<file path="src/rtl/alu_unit_if.sv">
// Operand/result bundle between the register file and alu_unit.
// start is a single-cycle request accepted on any rising edge where busy=0; done pulses once per accepted op.
interface alu_unit_if;
    logic        start;
    logic [3:0]  op;
    logic [15:0] r_bus;
    logic [15:0] s_bus;
    logic [3:0]  dst_addr;
    logic [3:0]  dst2_addr;
    logic        busy;
    logic        done;
    logic [15:0] reg3_bus;
    logic [3:0]  reg3_addr;
    logic        reg3_write;
    logic [15:0] reg4_bus;
    logic [3:0]  reg4_addr;
    logic        reg4_write;
    logic [3:0]  flags;

    modport master (
        output start, op, r_bus, s_bus, dst_addr, dst2_addr,
        input  busy, done, reg3_bus, reg3_addr, reg3_write,
               reg4_bus, reg4_addr, reg4_write, flags
    );

    modport slave (
        input  start, op, r_bus, s_bus, dst_addr, dst2_addr,
        output busy, done, reg3_bus, reg3_addr, reg3_write,
               reg4_bus, reg4_addr, reg4_write, flags
    );
endinterface

</file>
<file path="src/rtl/alu_unit.sv">
// 16-bit execution unit: single-cycle logic/arith/shift ops and 16-step
// iterative unsigned multiply/divide returning a second word on the reg4 path.
module alu_unit (
    input  logic       clk,
    input  logic       rst,
    alu_unit_if.slave  bus,
    output logic [1:0] dbg_state
);
    typedef enum logic [1:0] {IDLE = 2'd0, ITER = 2'd1, FINISH = 2'd2} state_e;

    state_e      state, state_nx;
    logic [3:0]  cnt_q, op_q, dst_q, dst2_q;
    logic [15:0] hi_q, lo_q, m_q;
    logic        iter_op;

    logic [16:0] sum17, shl17, shr17;
    logic [15:0] res;
    logic        res_c, res_v, res_wr, res_upd;
    logic [3:0]  simple_flags;

    logic [16:0] mul_sum, div_t;
    logic        div_ge;
    logic [15:0] div_d, hi_nx, lo_nx;
    logic [3:0]  fin_flags;

    logic        done_q, w3_q, w4_q;
    logic [15:0] b3_q, b4_q;
    logic [3:0]  a3_q, a4_q, flags_q;

    assign iter_op   = (bus.op == 4'd11) || (bus.op == 4'd12);
    assign dbg_state = state;

    always_ff @(posedge clk) begin
        if (rst) state <= IDLE;
        else     state <= state_nx;
    end

    // FINISH behaves like IDLE for acceptance, so a new op can start the cycle after done.
    always_comb begin
        state_nx = state;
        case (state)
            IDLE, FINISH: state_nx = (bus.start && iter_op) ? ITER : IDLE;
            ITER:         state_nx = (cnt_q == 4'd15) ? FINISH : ITER;
            default:      state_nx = IDLE;
        endcase
    end

    always_comb begin
        sum17   = '0;
        shl17   = '0;
        shr17   = '0;
        res     = '0;
        res_c   = 1'b0;
        res_v   = 1'b0;
        res_wr  = 1'b1;
        res_upd = 1'b1;
        case (bus.op)
            4'd0: begin
                sum17 = {1'b0, bus.r_bus} + {1'b0, bus.s_bus};
                res   = sum17[15:0];
                res_c = sum17[16];
                res_v = (bus.r_bus[15] == bus.s_bus[15]) && (res[15] != bus.r_bus[15]);
            end
            4'd1, 4'd10: begin
                sum17  = {1'b0, bus.r_bus} - {1'b0, bus.s_bus};
                res    = sum17[15:0];
                res_c  = sum17[16];
                res_v  = (bus.r_bus[15] != bus.s_bus[15]) && (res[15] != bus.r_bus[15]);
                res_wr = (bus.op == 4'd1);
            end
            4'd2: res = bus.r_bus & bus.s_bus;
            4'd3: res = bus.r_bus | bus.s_bus;
            4'd4: res = bus.r_bus ^ bus.s_bus;
            4'd5: res = ~bus.r_bus;
            // Shifts run on a 17-bit window so the extra bit is the last bit shifted out.
            4'd6: begin
                shl17 = {1'b0, bus.r_bus} << bus.s_bus[3:0];
                res   = shl17[15:0];
                res_c = shl17[16];
            end
            4'd7: begin
                shr17 = {bus.r_bus, 1'b0} >> bus.s_bus[3:0];
                res   = shr17[16:1];
                res_c = shr17[0];
            end
            4'd8: begin
                shr17 = $signed({bus.r_bus, 1'b0}) >>> bus.s_bus[3:0];
                res   = shr17[16:1];
                res_c = shr17[0];
            end
            4'd9: res = bus.s_bus;
            default: begin
                res_wr  = 1'b0;
                res_upd = 1'b0;
            end
        endcase
        simple_flags = {res == 16'd0, res[15], res_c, res_v};
    end

    // hi_q holds the partial product / partial remainder, lo_q the multiplier / quotient.
    always_comb begin
        mul_sum = {1'b0, hi_q} + (lo_q[0] ? {1'b0, m_q} : 17'd0);
        div_t   = {hi_q, lo_q[15]};
        div_ge  = div_t >= {1'b0, m_q};
        div_d   = div_ge ? 16'(div_t - {1'b0, m_q}) : div_t[15:0];
        if (op_q == 4'd11) begin
            hi_nx     = mul_sum[16:1];
            lo_nx     = {mul_sum[0], lo_q[15:1]};
            fin_flags = {{hi_nx, lo_nx} == 32'd0, hi_nx[15], hi_nx != 16'd0, hi_nx != 16'd0};
        end else begin
            hi_nx     = div_d;
            lo_nx     = {lo_q[14:0], div_ge};
            fin_flags = {lo_nx == 16'd0, 1'b0, 1'b0, m_q == 16'd0};
        end
    end

    always_ff @(posedge clk) begin
        if (rst) begin
            cnt_q <= '0; op_q <= '0; dst_q <= '0; dst2_q <= '0;
            hi_q <= '0; lo_q <= '0; m_q <= '0;
            done_q <= 1'b0; w3_q <= 1'b0; w4_q <= 1'b0;
            b3_q <= '0; b4_q <= '0; a3_q <= '0; a4_q <= '0; flags_q <= '0;
        end else begin
            done_q <= 1'b0;
            w3_q   <= 1'b0;
            w4_q   <= 1'b0;
            if (state == ITER) begin
                hi_q  <= hi_nx;
                lo_q  <= lo_nx;
                cnt_q <= cnt_q + 4'd1;
                if (cnt_q == 4'd15) begin
                    done_q  <= 1'b1;
                    w3_q    <= 1'b1;
                    w4_q    <= 1'b1;
                    b3_q    <= lo_nx;
                    b4_q    <= hi_nx;
                    a3_q    <= dst_q;
                    a4_q    <= dst2_q;
                    flags_q <= fin_flags;
                end
            end else if (bus.start) begin
                op_q   <= bus.op;
                dst_q  <= bus.dst_addr;
                dst2_q <= bus.dst2_addr;
                if (iter_op) begin
                    hi_q  <= '0;
                    lo_q  <= bus.r_bus;
                    m_q   <= bus.s_bus;
                    cnt_q <= '0;
                end else begin
                    done_q <= 1'b1;
                    if (res_wr) begin
                        w3_q <= 1'b1;
                        b3_q <= res;
                        a3_q <= bus.dst_addr;
                    end
                    if (res_upd) flags_q <= simple_flags;
                end
            end
        end
    end

    assign bus.busy       = (state == ITER);
    assign bus.done       = done_q;
    assign bus.reg3_bus   = b3_q;
    assign bus.reg3_addr  = a3_q;
    assign bus.reg3_write = w3_q;
    assign bus.reg4_bus   = b4_q;
    assign bus.reg4_addr  = a4_q;
    assign bus.reg4_write = w4_q;
    assign bus.flags      = flags_q;
endmodule
</file>
<file path="src/flat_wrapper.sv">
// flat-port wrapper written by rule: the top's interface ports become plain ports
module alu_unit_flat 
  (clk, rst, dbg_state, bus_start, bus_op, bus_r_bus, bus_s_bus, bus_dst_addr, bus_dst2_addr, bus_busy, bus_done, bus_reg3_bus, bus_reg3_addr, bus_reg3_write, bus_reg4_bus, bus_reg4_addr, bus_reg4_write, bus_flags);
  alu_unit_if bus_i ();
  input  logic clk;
  input  logic rst;
  output logic [1:0] dbg_state;
  input wire logic [$bits(bus_i.start)-1:0] bus_start;
  input wire logic [$bits(bus_i.op)-1:0] bus_op;
  input wire logic [$bits(bus_i.r_bus)-1:0] bus_r_bus;
  input wire logic [$bits(bus_i.s_bus)-1:0] bus_s_bus;
  input wire logic [$bits(bus_i.dst_addr)-1:0] bus_dst_addr;
  input wire logic [$bits(bus_i.dst2_addr)-1:0] bus_dst2_addr;
  output wire logic [$bits(bus_i.busy)-1:0] bus_busy;
  output wire logic [$bits(bus_i.done)-1:0] bus_done;
  output wire logic [$bits(bus_i.reg3_bus)-1:0] bus_reg3_bus;
  output wire logic [$bits(bus_i.reg3_addr)-1:0] bus_reg3_addr;
  output wire logic [$bits(bus_i.reg3_write)-1:0] bus_reg3_write;
  output wire logic [$bits(bus_i.reg4_bus)-1:0] bus_reg4_bus;
  output wire logic [$bits(bus_i.reg4_addr)-1:0] bus_reg4_addr;
  output wire logic [$bits(bus_i.reg4_write)-1:0] bus_reg4_write;
  output wire logic [$bits(bus_i.flags)-1:0] bus_flags;
  assign bus_i.start = bus_start;
  assign bus_i.op = bus_op;
  assign bus_i.r_bus = bus_r_bus;
  assign bus_i.s_bus = bus_s_bus;
  assign bus_i.dst_addr = bus_dst_addr;
  assign bus_i.dst2_addr = bus_dst2_addr;
  assign bus_busy = bus_i.busy;
  assign bus_done = bus_i.done;
  assign bus_reg3_bus = bus_i.reg3_bus;
  assign bus_reg3_addr = bus_i.reg3_addr;
  assign bus_reg3_write = bus_i.reg3_write;
  assign bus_reg4_bus = bus_i.reg4_bus;
  assign bus_reg4_addr = bus_i.reg4_addr;
  assign bus_reg4_write = bus_i.reg4_write;
  assign bus_flags = bus_i.flags;
  alu_unit u_core (.clk(clk), .rst(rst), .bus(bus_i), .dbg_state(dbg_state));
endmodule
</file>
<file path="config.mk">
export PLATFORM = sky130hd
export DESIGN_NAME = alu_unit_flat
export DESIGN_NICKNAME = d
export VERILOG_FILES = /design/src/rtl/alu_unit_if.sv /design/src/rtl/alu_unit.sv /design/src/flat_wrapper.sv
export SDC_FILE = /design/constraint.sdc
export NUM_CORES = 1
export LEC_CHECK = 0
export BUFFER_PORTS_ARGS = -buffer_cell sky130_fd_sc_hd__buf_2
export CORE_ASPECT_RATIO = 0.5
export CORE_MARGIN = 2
export CORE_UTILIZATION = 56
export DETAILED_ROUTE_END_ITERATION = 7
export PLACE_DENSITY = 0.81
export SYNTH_ARGS = -nofsm -noshare
export SYNTH_HDL_FRONTEND = slang
export SYNTH_SLANG_ARGS = --single-unit
</file>
<file path="constraint.sdc">
create_clock -name clk -period 3.4 [get_ports clk]
set_input_delay 0.68 -clock clk [delete_from_list [all_inputs] [get_ports clk]]
set_output_delay 0.68 -clock clk [all_outputs]
set_load 0.05 [all_outputs]
</file>
==> flow_metrics.env, run 1 <==
export IMPL_ys_ff_latch=113
export IMPL_chipWidth_um=206
export IMPL_outcome="finished, violations left"
export IMPL_start_util_pct=57.8
export IMPL_cts_reportedPaths_clkPinSlew_ps=60
export IMPL_cts_sinks=113
export IMPL_port_buffers=96
export IMPL_drive_gt1_share_pct=26.2
export IMPL_cts_max_level=4
export IMPL_ys_warn_count=0
export IMPL_fin_nets=1927
export IMPL_synth_most_common_cell="nand2_1"
export IMPL_io_pins=97
export IMPL_dp_cells=2032
export IMPL_holdPathStages=2
export IMPL_endpoint_kind="register"
export IMPL_synthFlopType="dfxtp_1"
export IMPL_startpoint_type="register"
export IMPL_synth_top_cell_area_share_pct=19.9
export IMPL_cp_slowest_cell="nor4b_4"
export IMPL_vias=14000
export IMPL_vdd_drop_max_mv=0.383
export IMPL_drc=0
export IMPL_drt_wirelength_per_cell_um=24.0
export IMPL_synth_async_sr_flop_share_pct=0
export IMPL_multi_input_area_um2=8510
export IMPL_drv_cap=0
export IMPL_synth_area_leaders="dfxtp_1, ha_1, nand2_1, a21oi_1, nor2_1"
export IMPL_drt_vias_per_instance=6.79
export IMPL_cts_hold_buf=0
export IMPL_final_cells=2068
export IMPL_skew_ps=16.5
export IMPL_synth_seq_area_share_pct=19.9
export IMPL_drtAntennaViolNets=0
export IMPL_fmax_ghz=0.272
export IMPL_die_h_um=105
export IMPL_maxSlewViolCount=0
export IMPL_power_density_nw_per_um2=361
export IMPL_totalPowerFinal_uw=5200
export IMPL_grt_pass1_vias=13100
export IMPL_hpwlAfterDp_um=36500
export IMPL_synth_avg_cell_area_um2=7.38
export IMPL_antennaDiodeCount=0
export IMPL_gp_congestion=1.05
export IMPL_die_area_um2=21500
export IMPL_cp_data_arrival_time_ps=3930
export IMPL_max_stage_delay_ps=500
export IMPL_fin_crit_sh_pct=108
export IMPL_synth_commonest_cells="nand2_1, a21oi_1, nor2_1"
export IMPL_finalSetupViolations=5
export IMPL_synth_edf_count=0
export IMPL_routed_wl_um=49700
export IMPL_grt_util_all_layers_pct=44.4
export IMPL_grt_max_degree=62
export IMPL_hp_class="register to register"
export IMPL_reg2regPathDepth=16
export IMPL_grt_pass1_wl_um=74000
export IMPL_whs_ps=449
export IMPL_synth_distinct_cells=93
export IMPL_regArea_um2=2260
export IMPL_worstPathMaxFanout=6
export IMPL_setup_slack_ps=-276
export IMPL_drt_iter0_markers=2107
export IMPL_hold_viol_final=0
export IMPL_critPathBufInv=4
export IMPL_syn_inst=1541
export IMPL_synth_area_leader_cell="dfxtp_1"
export IMPL_slew_headroom_pct=29.6
export IMPL_path_class="register to register"
export IMPL_syn_to_final_growth_pct=26.4
export IMPL_crit_chain="buf_4, buf_12, and2_1, ha_1, o21ai_0, o21ai_2, buf_4, a211oi_2, nor2_1, xnor2_1, nor4b_4, buf_4, o2111ai_4, o21a_1, nor2_2, a221oi_1"
export IMPL_coreArea_um2=19700
export IMPL_dr_pass1_iters=6
export IMPL_n_fill_cell=1500
export IMPL_fin_crit_ps=3680
export IMPL_worstMarginPinSlew_ps=1040
export IMPL_final_util_pct=73.0
export IMPL_syn_nets=1679
export IMPL_rows=36
export IMPL_clockBufferDepth=2
export IMPL_cts_root_buf="clkbuf_16"
export IMPL_antenna_found_initial=1
export IMPL_cts_tree="yes"
export IMPL_clkLatencyLatePin_ps=430
export IMPL_violations="setup timing"
export IMPL_path_delay_family="compound AO/OA/AOI/OAI gates"
export IMPL_numCtsBuffers=17
export IMPL_syn_area_um2=11400
export IMPL_cp_common_cell="buf_4"
export IMPL_p_leak_uw=0.00635
export IMPL_grt_overflow_total=0
export IMPL_setup_tns_ps=-1260
export IMPL_cp_depth=16
export IMPL_critPathRequiredTime_ps=3660
[placed cells by master, fill, tap and decap left out, types with 11 or more instances in the layout]
master,netlist,layout
buf_4,10,242
nand3_1,22,22
nor2_1,139,137
a21o_1,13,13
ha_1,87,85
inv_1,82,82
o21ai_0,62,61
and3_1,19,19
a22o_1,12,12
and2_1,27,26
nand2b_1,21,21
a311oi_1,21,21
xnor2_1,18,18
mux4_2,23,23
a21oi_1,142,136
clkbuf_16,0,17
o21a_1,13,13
mux2_2,11,11
dfxtp_1,113,112
o211ai_1,15,15
nand2_1,227,227
buf_2,26,95
nor4_1,15,15
a211oi_1,27,24
nor3_1,43,41
o21ai_1,12,12
a22oi_1,14,14
mux2i_1,37,35
[metal layers]
metal | wire (µm) | GRT usage, %
met3 | 6470 | 10.6
met5 | 0 | 0
met1 | 19200 | 57.7
met2 | 21100 | 68.6
met4 | 2890 | 22.3
[metrics by stage]
| step | cell area (µm²) | worst slack (ps) |
|---|---|---|
| final | 14400 | -276 |
| after global routing | 14400 | -592 |
| after CTS | 14200 | 25.6 |
| after detailed placement | 13500 | -288 |
| after global placement | 13500 | -243 |
| after floorplan | 11400 | 15.0 |
[power by group]
part	switching, µW	internal (µW)	total [µW]
combinational	1170	780	1950
sequential	49.9	1380	1430
clock	706	1110	1810
[what timing repair did]
action,4_1_cts,5_1_grt
endpoints found under the setup margin,3,13
resized for setup,8,32
buffers inserted,1,3
pin swaps,4,8
[cell families after synthesis]
kind of cell / after synthesis / synth area share [%]
mux: 71 / 8.90
buf+inv: 197 / 7.26
flops: 113 / 19.9
fa+ha+maj: 91 / 10.3
simple gates: 583 / 24.2
compound gates: 462 / 27.7
xor+xnor: 24 / 1.85
[layout make-up]
class                           instances  area share (%)
Clock buffer                           18            3.05
Clock inverter                         14            1.09
Inverter                               86            2.27
Multi-Input combinational cell       1231            59.2
Sequential cell                       113            15.7
Tap cell                              266            2.31
Timing Repair Buffer                  340            16.4
[worst reg2reg max path, stage by stage (launching register included)]
cell       delay [ps]
dfxtp_2           340
buf_4             160
buf_12            120
and2_1            130
ha_1              320
o21ai_0           150
o21ai_2           120
buf_4             160
a211oi_2          290
nor2_1            130
xnor2_1           280
nor4b_4           500
buf_4             220
o2111ai_4         160
o21a_1            210
nor2_2            120
a221oi_1           90
[final timing paths]
kind / from / slack (ps) / endpoint
worst max-delay path: u_core.lo_q[0] / -280 / u_core.bus.flags[0]
worst max register to register: u_core.lo_q[0] / -280 / u_core.bus.flags[0]
worst min-delay path: u_core.dst2_q[3] / 450 / u_core.bus.reg4_addr[3]
worst min register to register: u_core.dst2_q[3] / 450 / u_core.bus.reg4_addr[3]
[registers in the layout (all words and copies together) (netlist names)]
signal and count:
u_core.bus.flags 4, u_core.bus.reg3_bus 16, u_core.dbg_state 2, u_core.dst_q 4
u_core.bus.done 1, u_core.cnt_q 4, u_core.bus.reg4_write 1, u_core.op_q 4
u_core.bus.reg4_bus 16, u_core.bus.reg4_addr 4, u_core.bus.reg3_addr 4, u_core.bus.reg3_write 1
u_core.dst2_q 4, u_core.m_q 16, u_core.lo_q 16, u_core.hi_q 16
(Power assumes the default switching activity.)
==> run 2, diff against run 1 <==
Settings changed: BUFFER_PORTS_ARGS -buffer_cell sky130_fd_sc_hd__buf_2 to not set, CORE_UTILIZATION 56 to 58, DONT_BUFFER_PORTS set to 1, PLACE_DENSITY 0.81 to 0.79.
==> run 2 against run 1 <==
Against the previous run:
- the flow finishes with violations (DRC)
- fmax is 11% higher
- cell count is 13% lower
- design area is 13% lower
- register-to-register slack better by 360 ps
- worst hold slack worse by 120 ps
- power is 5.9% lower
- clock power is 7% higher
- critical path type unchanged
- largest power group is now clock
==> flow_metrics.env, run 2 (synthesis results as in run 1) <==
export IMPL_hold_viol_final=0
export IMPL_maxSlewViolCount=0
export IMPL_io_pins=97
export IMPL_grt_pass1_vias=11200
export IMPL_holdPathStages=1
export IMPL_clkLatencyLatePin_ps=420
export IMPL_cts_root_buf="clkbuf_16"
export IMPL_whs_ps=326
export IMPL_slew_headroom_pct=36.2
export IMPL_violations="DRC"
export IMPL_totalPowerFinal_uw=4890
export IMPL_drtAntennaViolNets=0
export IMPL_antenna_found_initial=0
export IMPL_reg2reg_from="u_core.lo_q[0]"
export IMPL_cts_max_level=4
export IMPL_routed_wl_um=43400
export IMPL_worstMarginPinSlew_ps=957
export IMPL_r2r_slack_ps=90
export IMPL_drt_iter0_markers=2068
export IMPL_route_met2_wl_um=18900
export IMPL_power_density_nw_per_um2=391
export IMPL_cts_sinks=113
export IMPL_critPathBufInv=1
export IMPL_skew_ps=9.66
export IMPL_post_place_ws_ps=-152
export IMPL_drt_vias_per_instance=6.88
export IMPL_path_delay_family="compound AO/OA/AOI/OAI gates"
export IMPL_wl_met3_um=4630
export IMPL_fin_crit_ps=3310
export IMPL_maxUsedRoutingLayer="met4"
export IMPL_outcome="finished, violations left"
export IMPL_cp_data_arrival_time_ps=3560
export IMPL_fin_crit_sh_pct=97.4
export IMPL_gp_congestion=1.06
export IMPL_fin_nets=1666
export IMPL_drt_wirelength_per_cell_um=24.0
export IMPL_vias=12400
export IMPL_worstPathMaxFanout=13
export IMPL_final_util_pct=64.7
export IMPL_grt_max_degree=108
export IMPL_grt_util_all_layers_pct=40.3
export IMPL_cp_slowest_cell="fa_1"
export IMPL_clockBufferDepth=2
export IMPL_whs_endpoint="u_core.bus.reg4_bus[5]"
export IMPL_grt_overflow_total=0
export IMPL_mostFrequentLayoutCell="nand2_1"
export IMPL_n_fill_cell=1685
export IMPL_mostFrequentLayoutCells="nand2_1, a21oi_1, nor2_1, dfxtp_1, ha_1"
export IMPL_setup_slack_ps=88.2
export IMPL_vdd_drop_max_mv=0.274
export IMPL_hp_class="primary input to register"
export IMPL_finalSetupViolations=0
export IMPL_drive_gt1_share_pct=12.4
export IMPL_critPathRequiredTime_ps=3650
export IMPL_dr_pass1_iters=8
export IMPL_p_leak_uw=0.00505
export IMPL_grt_pass1_wl_um=64900
export IMPL_min_from="rst"
export IMPL_wl_met1_um=18000
export IMPL_numCtsBuffers=17
export IMPL_endpoint_kind="register"
export IMPL_die_area_um2=20800
export IMPL_fmax_ghz=0.302
export IMPL_chipWidth_um=202
export IMPL_drc=8
export IMPL_die_h_um=103
export IMPL_cts_tree="yes"
export IMPL_reg2regPathDepth=14
export IMPL_cts_hold_buf=0
export IMPL_max_stage_delay_ps=450
export IMPL_rows=36
export IMPL_cp_depth=14
export IMPL_hpwlAfterDp_um=32000
export IMPL_crit_chain="and2_1, ha_1, inv_1, fa_1, nor2b_2, o31a_1, a21oi_1, nor3_1, o211ai_1, nor4b_2, o2111ai_2, o21a_1, nor2_2, a221oi_1"
export IMPL_cts_reportedPaths_clkPinSlew_ps=60
export IMPL_antennaDiodeCount=0
export IMPL_drv_cap=0
export IMPL_coreArea_um2=19300
export IMPL_start_util_pct=58.9
export IMPL_r2r_end="u_core.bus.flags[1]"
export IMPL_path_class="register to register"
export IMPL_port_buffers=0
export IMPL_startpoint_type="register"
export IMPL_syn_to_final_growth_pct=9.86
export IMPL_dpl_instance_area_um2=11800
export IMPL_stdcell_area_um2=12500
## run 2: worst max path at each step
stage	start	to	slack, ps
after floorplan	bus_s_bus[2]	u_core.bus.flags[2]	10
after global placement	u_core.lo_q[0]	u_core.bus.flags[3]	-60
after detailed placement	u_core.lo_q[0]	u_core.bus.flags[3]	-150
after CTS	u_core.lo_q[0]	u_core.bus.flags[0]	60
after global routing	u_core.lo_q[0]	u_core.bus.flags[1]	-80
final	u_core.lo_q[0]	u_core.bus.flags[1]	90
## run 2: area by class of cell
class | count | area, µm² | share of cell area (%)
Multi-Input combinational cell | 1231 | 8360 | 66.8
Sequential cell | 113 | 2270 | 18.1
Timing Repair Buffer | 79 | 593 | 4.74
Clock buffer | 17 | 425 | 3.40
Tap cell | 266 | 333 | 2.66
Inverter | 86 | 323 | 2.58
Clock inverter | 14 | 205 | 1.64
## run 2: where the power goes
part / internal [µW] / switching [µW] / total (µW) / leakage (µW)
registers: 1380 / 130 / 1510 / 0.000919
clock network: 1230 / 699 / 1930 / 0.000301
logic: 623 / 828 / 1450 / 0.00383
## run 2: per-stage QoR
step | TNS (ps) | instances
2_1_floorplan | 0 | 1541
3_5_place_dp | -322 | 1771
5_1_grt | -184 | 1806
6_report | 0 | 1806
3_3_place_gp | -55.9 | 1771
4_1_cts | 0 | 1802
## run 2: metal layers
| metal | vias up | GRT usage (%) |
|---|---|---|
| met2 | 839 | 64.5 |
| li1 | 5589 | - |
| met3 | 148 | 7.46 |
| met4 | 0 | 18.8 |
| met5 | - | 0 |
| met1 | 5851 | 53.6 |
## run 2: timing repair
action | 4_1_cts | 5_1_grt
gates resized for setup | 2 | 11
endpoints found under the setup margin | 3 | 17
gates cloned | 0 | 0
pin swaps | 0 | 3
buffers inserted | 0 | 4
==> run 3, diff against run 2 <==
Settings changed: ABC_AREA set to 1, RECOVER_POWER set to 50.
==> run 3 against run 2 <==
Against the previous run:
- the flow finishes with violations (capacitance limit, slew limit)
- clock skew up 6.3 ps
- combinational power up 29%
- utilization down 1.8 points
==> flow_metrics.env, run 3 <==
export IMPL_critPathRequiredTime_ps=3700
export IMPL_post_cts_buffers=0
export IMPL_numCtsBuffers=17
export IMPL_antenna_found_initial=1
export IMPL_dr_pass1_iters=6
export IMPL_ys_ff_latch=113
export IMPL_cts_root_buf="clkbuf_16"
export IMPL_gp_congestion=1.10
export IMPL_syn_inst=1968
export IMPL_synth_area_leader_cell="dfxtp_1"
export IMPL_grt_pass1_vias=12000
export IMPL_die_h_um=103
export IMPL_slew_headroom_pct=-18.2
export IMPL_path_class="register to register"
export IMPL_cts_reportedPaths_clkPinSlew_ps=60
export IMPL_chipWidth_um=202
export IMPL_max_stage_delay_ps=720
export IMPL_grt_max_degree=64
export IMPL_startpoint_type="register"
export IMPL_synth_avg_cell_area_um2=5.77
export IMPL_fin_crit_ps=3260
export IMPL_cts_tree="yes"
export IMPL_power_density_nw_per_um2=442
export IMPL_setup_tns_ps=0
export IMPL_final_cells=2213
export IMPL_die_area_um2=20800
export IMPL_final_util_pct=62.9
export IMPL_cts_sinks=113
export IMPL_coreArea_um2=19300
export IMPL_muxShareOfSynthArea_pct=0
export IMPL_drt_iter0_markers=1835
export IMPL_post_place_ws_ps=369
export IMPL_syn_area_um2=11400
export IMPL_antennaDiodeCount=0
export IMPL_synth_commonest_cells="nand2_1, nand3_1, inv_1"
export IMPL_mostFrequentLayoutCell="nand2_1"
export IMPL_path_delay_family="simple AND/OR/NAND/NOR gates"
export IMPL_drv_cap=1
export IMPL_grt_pass1_wl_um=68200
export IMPL_synth_xor_area_share_pct=1.08
export IMPL_hp_class="primary input to register"
export IMPL_clkLatencyLatePin_ps=440
export IMPL_synth_async_sr_flop_share_pct=0
export IMPL_fin_nets=2072
export IMPL_maxSlewViolCount=20
export IMPL_synth_compound_area_share_pct=17.9
export IMPL_synth_most_common_cell="nand2_1"
export IMPL_synth_top_family_by_area="simple AND/OR/NAND/NOR gates"
export IMPL_port_buffers=0
export IMPL_synth_edf_count=0
export IMPL_hpwlAfterDp_um=33700
export IMPL_endpoint_kind="register"
export IMPL_outcome="finished, violations left"
export IMPL_grt_overflow_total=0
export IMPL_ys_warn_count=0
export IMPL_synth_fa_ha_area_share_pct=10.3
export IMPL_cts_resized=0
export IMPL_cp_data_arrival_time_ps=3570
export IMPL_drt_wirelength_per_cell_um=20.0
export IMPL_synth_seq_area_share_pct=19.9
export IMPL_hold_viol_final=0
export IMPL_start_util_pct=58.8
export IMPL_crit_chain="nor2_4, nor2_1, inv_1, nor2_2, buf_4, o21ai_0, a21oi_1"
export IMPL_routed_wl_um=44200
export IMPL_critPathBufInv=2
export IMPL_yosys_area_share_simple_pct=40.0
export IMPL_grt_util_all_layers_pct=42.7
export IMPL_drt_vias_per_instance=6.04
export IMPL_io_pins=97
export IMPL_p_leak_uw=0.00607
export IMPL_cts_max_level=4
export IMPL_rows=36
export IMPL_syn_nets=2106
export IMPL_drtAntennaViolNets=0
export IMPL_drive_gt1_share_pct=5.03
export IMPL_violations="capacitance limit, slew limit"
export IMPL_cp_slowest_cell="dfxtp_1"
export IMPL_skew_ps=16.0
export IMPL_setup_slack_ps=135
export IMPL_synthFlopType="dfxtp_1"
export IMPL_rsz0062_at_grt="false"
export IMPL_syn_to_final_growth_pct=7.01
export IMPL_vdd_drop_max_mv=0.292
export IMPL_worstMarginPinSlew_ps=1770
export IMPL_synth_distinct_cells=44
export IMPL_mostFrequentLayoutCells="nand2_1, nand3_1, inv_1, nor2_1, a21oi_1"
export IMPL_synth_area_leaders="dfxtp_1, nand2_1, nand3_1, ha_1, inv_1"
export IMPL_dp_cells=2181
export IMPL_finalSetupViolations=0
export IMPL_n_fill_cell=1952
export IMPL_clockBufferDepth=2
export IMPL_cts_hold_buf=0
export IMPL_vias=13400
export IMPL_fmax_ghz=0.306
export IMPL_drc=0
export IMPL_worstPathMaxFanout=32
export IMPL_synth_top_cell_area_share_pct=19.9
export IMPL_fin_crit_sh_pct=96.0
[run 3: area by class of cell]
type,count,area [µm²],share of cell area [%]
inverter,227,852,7.01
timing repair buffer,31,221,1.82
clock buffer,17,425,3.50
clock inverter,15,194,1.60
multi-input combinational,1544,7870,64.7
sequential,113,2260,18.6
tap,266,333,2.74
[run 3: logic make-up (layout without fill, tap and decap cells)]
group                    count (synthesis)  in the layout
AND/OR/NAND/NOR                       1069           1069
AO/OA/AOI/OAI                          370            370
buffers and inverters                  311            290
flip-flops                             113            113
adder cells (fa/ha/maj)                 91             91
XOR/XNOR                                14             14
[run 3: stage by stage]
stage               total power [µW]  area [µm²]  hold WS [ps]
finish                          5370       12200           318
global route                    5620       12200           305
CTS                             5290       12200           313
detailed placement              3390       11600           447
global placement                3400       11600           443
floorplan                       2930       11400           429
[run 3: report_power, final]
group | internal, µW | switching (µW)
Sequential | 1400 | 166
Clock | 1180 | 752
Combinational | 568 | 1300
[run 3: worst register-to-register path, stage by stage, from the launching register on]
cell,delay [ps]
dfxtp_1,720
nor2_4,240
nor2_1,540
inv_1,380
nor2_2,180
buf_4,350
o21ai_0,310
a21oi_1,410
[run 3: final timing paths]
check | startpoint | to | slack [ps] | depth (start not counted)
setup / recovery | u_core.dbg_state[1] | u_core.m_q[6] | 140 | 7
hold / removal | rst | u_core.dst_q[1] | 320 | 1
setup reg to reg | u_core.dbg_state[1] | u_core.m_q[6] | 140 | 7
hold reg to reg | u_core.dst_q[0] | u_core.dst_q[0] | 460 | 2
[run 3: routing by layer]
metal / vias to the layer above / global-route usage (%) / wire, µm
li1: 6421 / - / -
met1: 6045 / 58.4 / 19200
met2: 796 / 65.2 / 18100
met3: 112 / 12.6 / 5620
met4: 0 / 12.7 / 1330
met5: - / 0 / 0
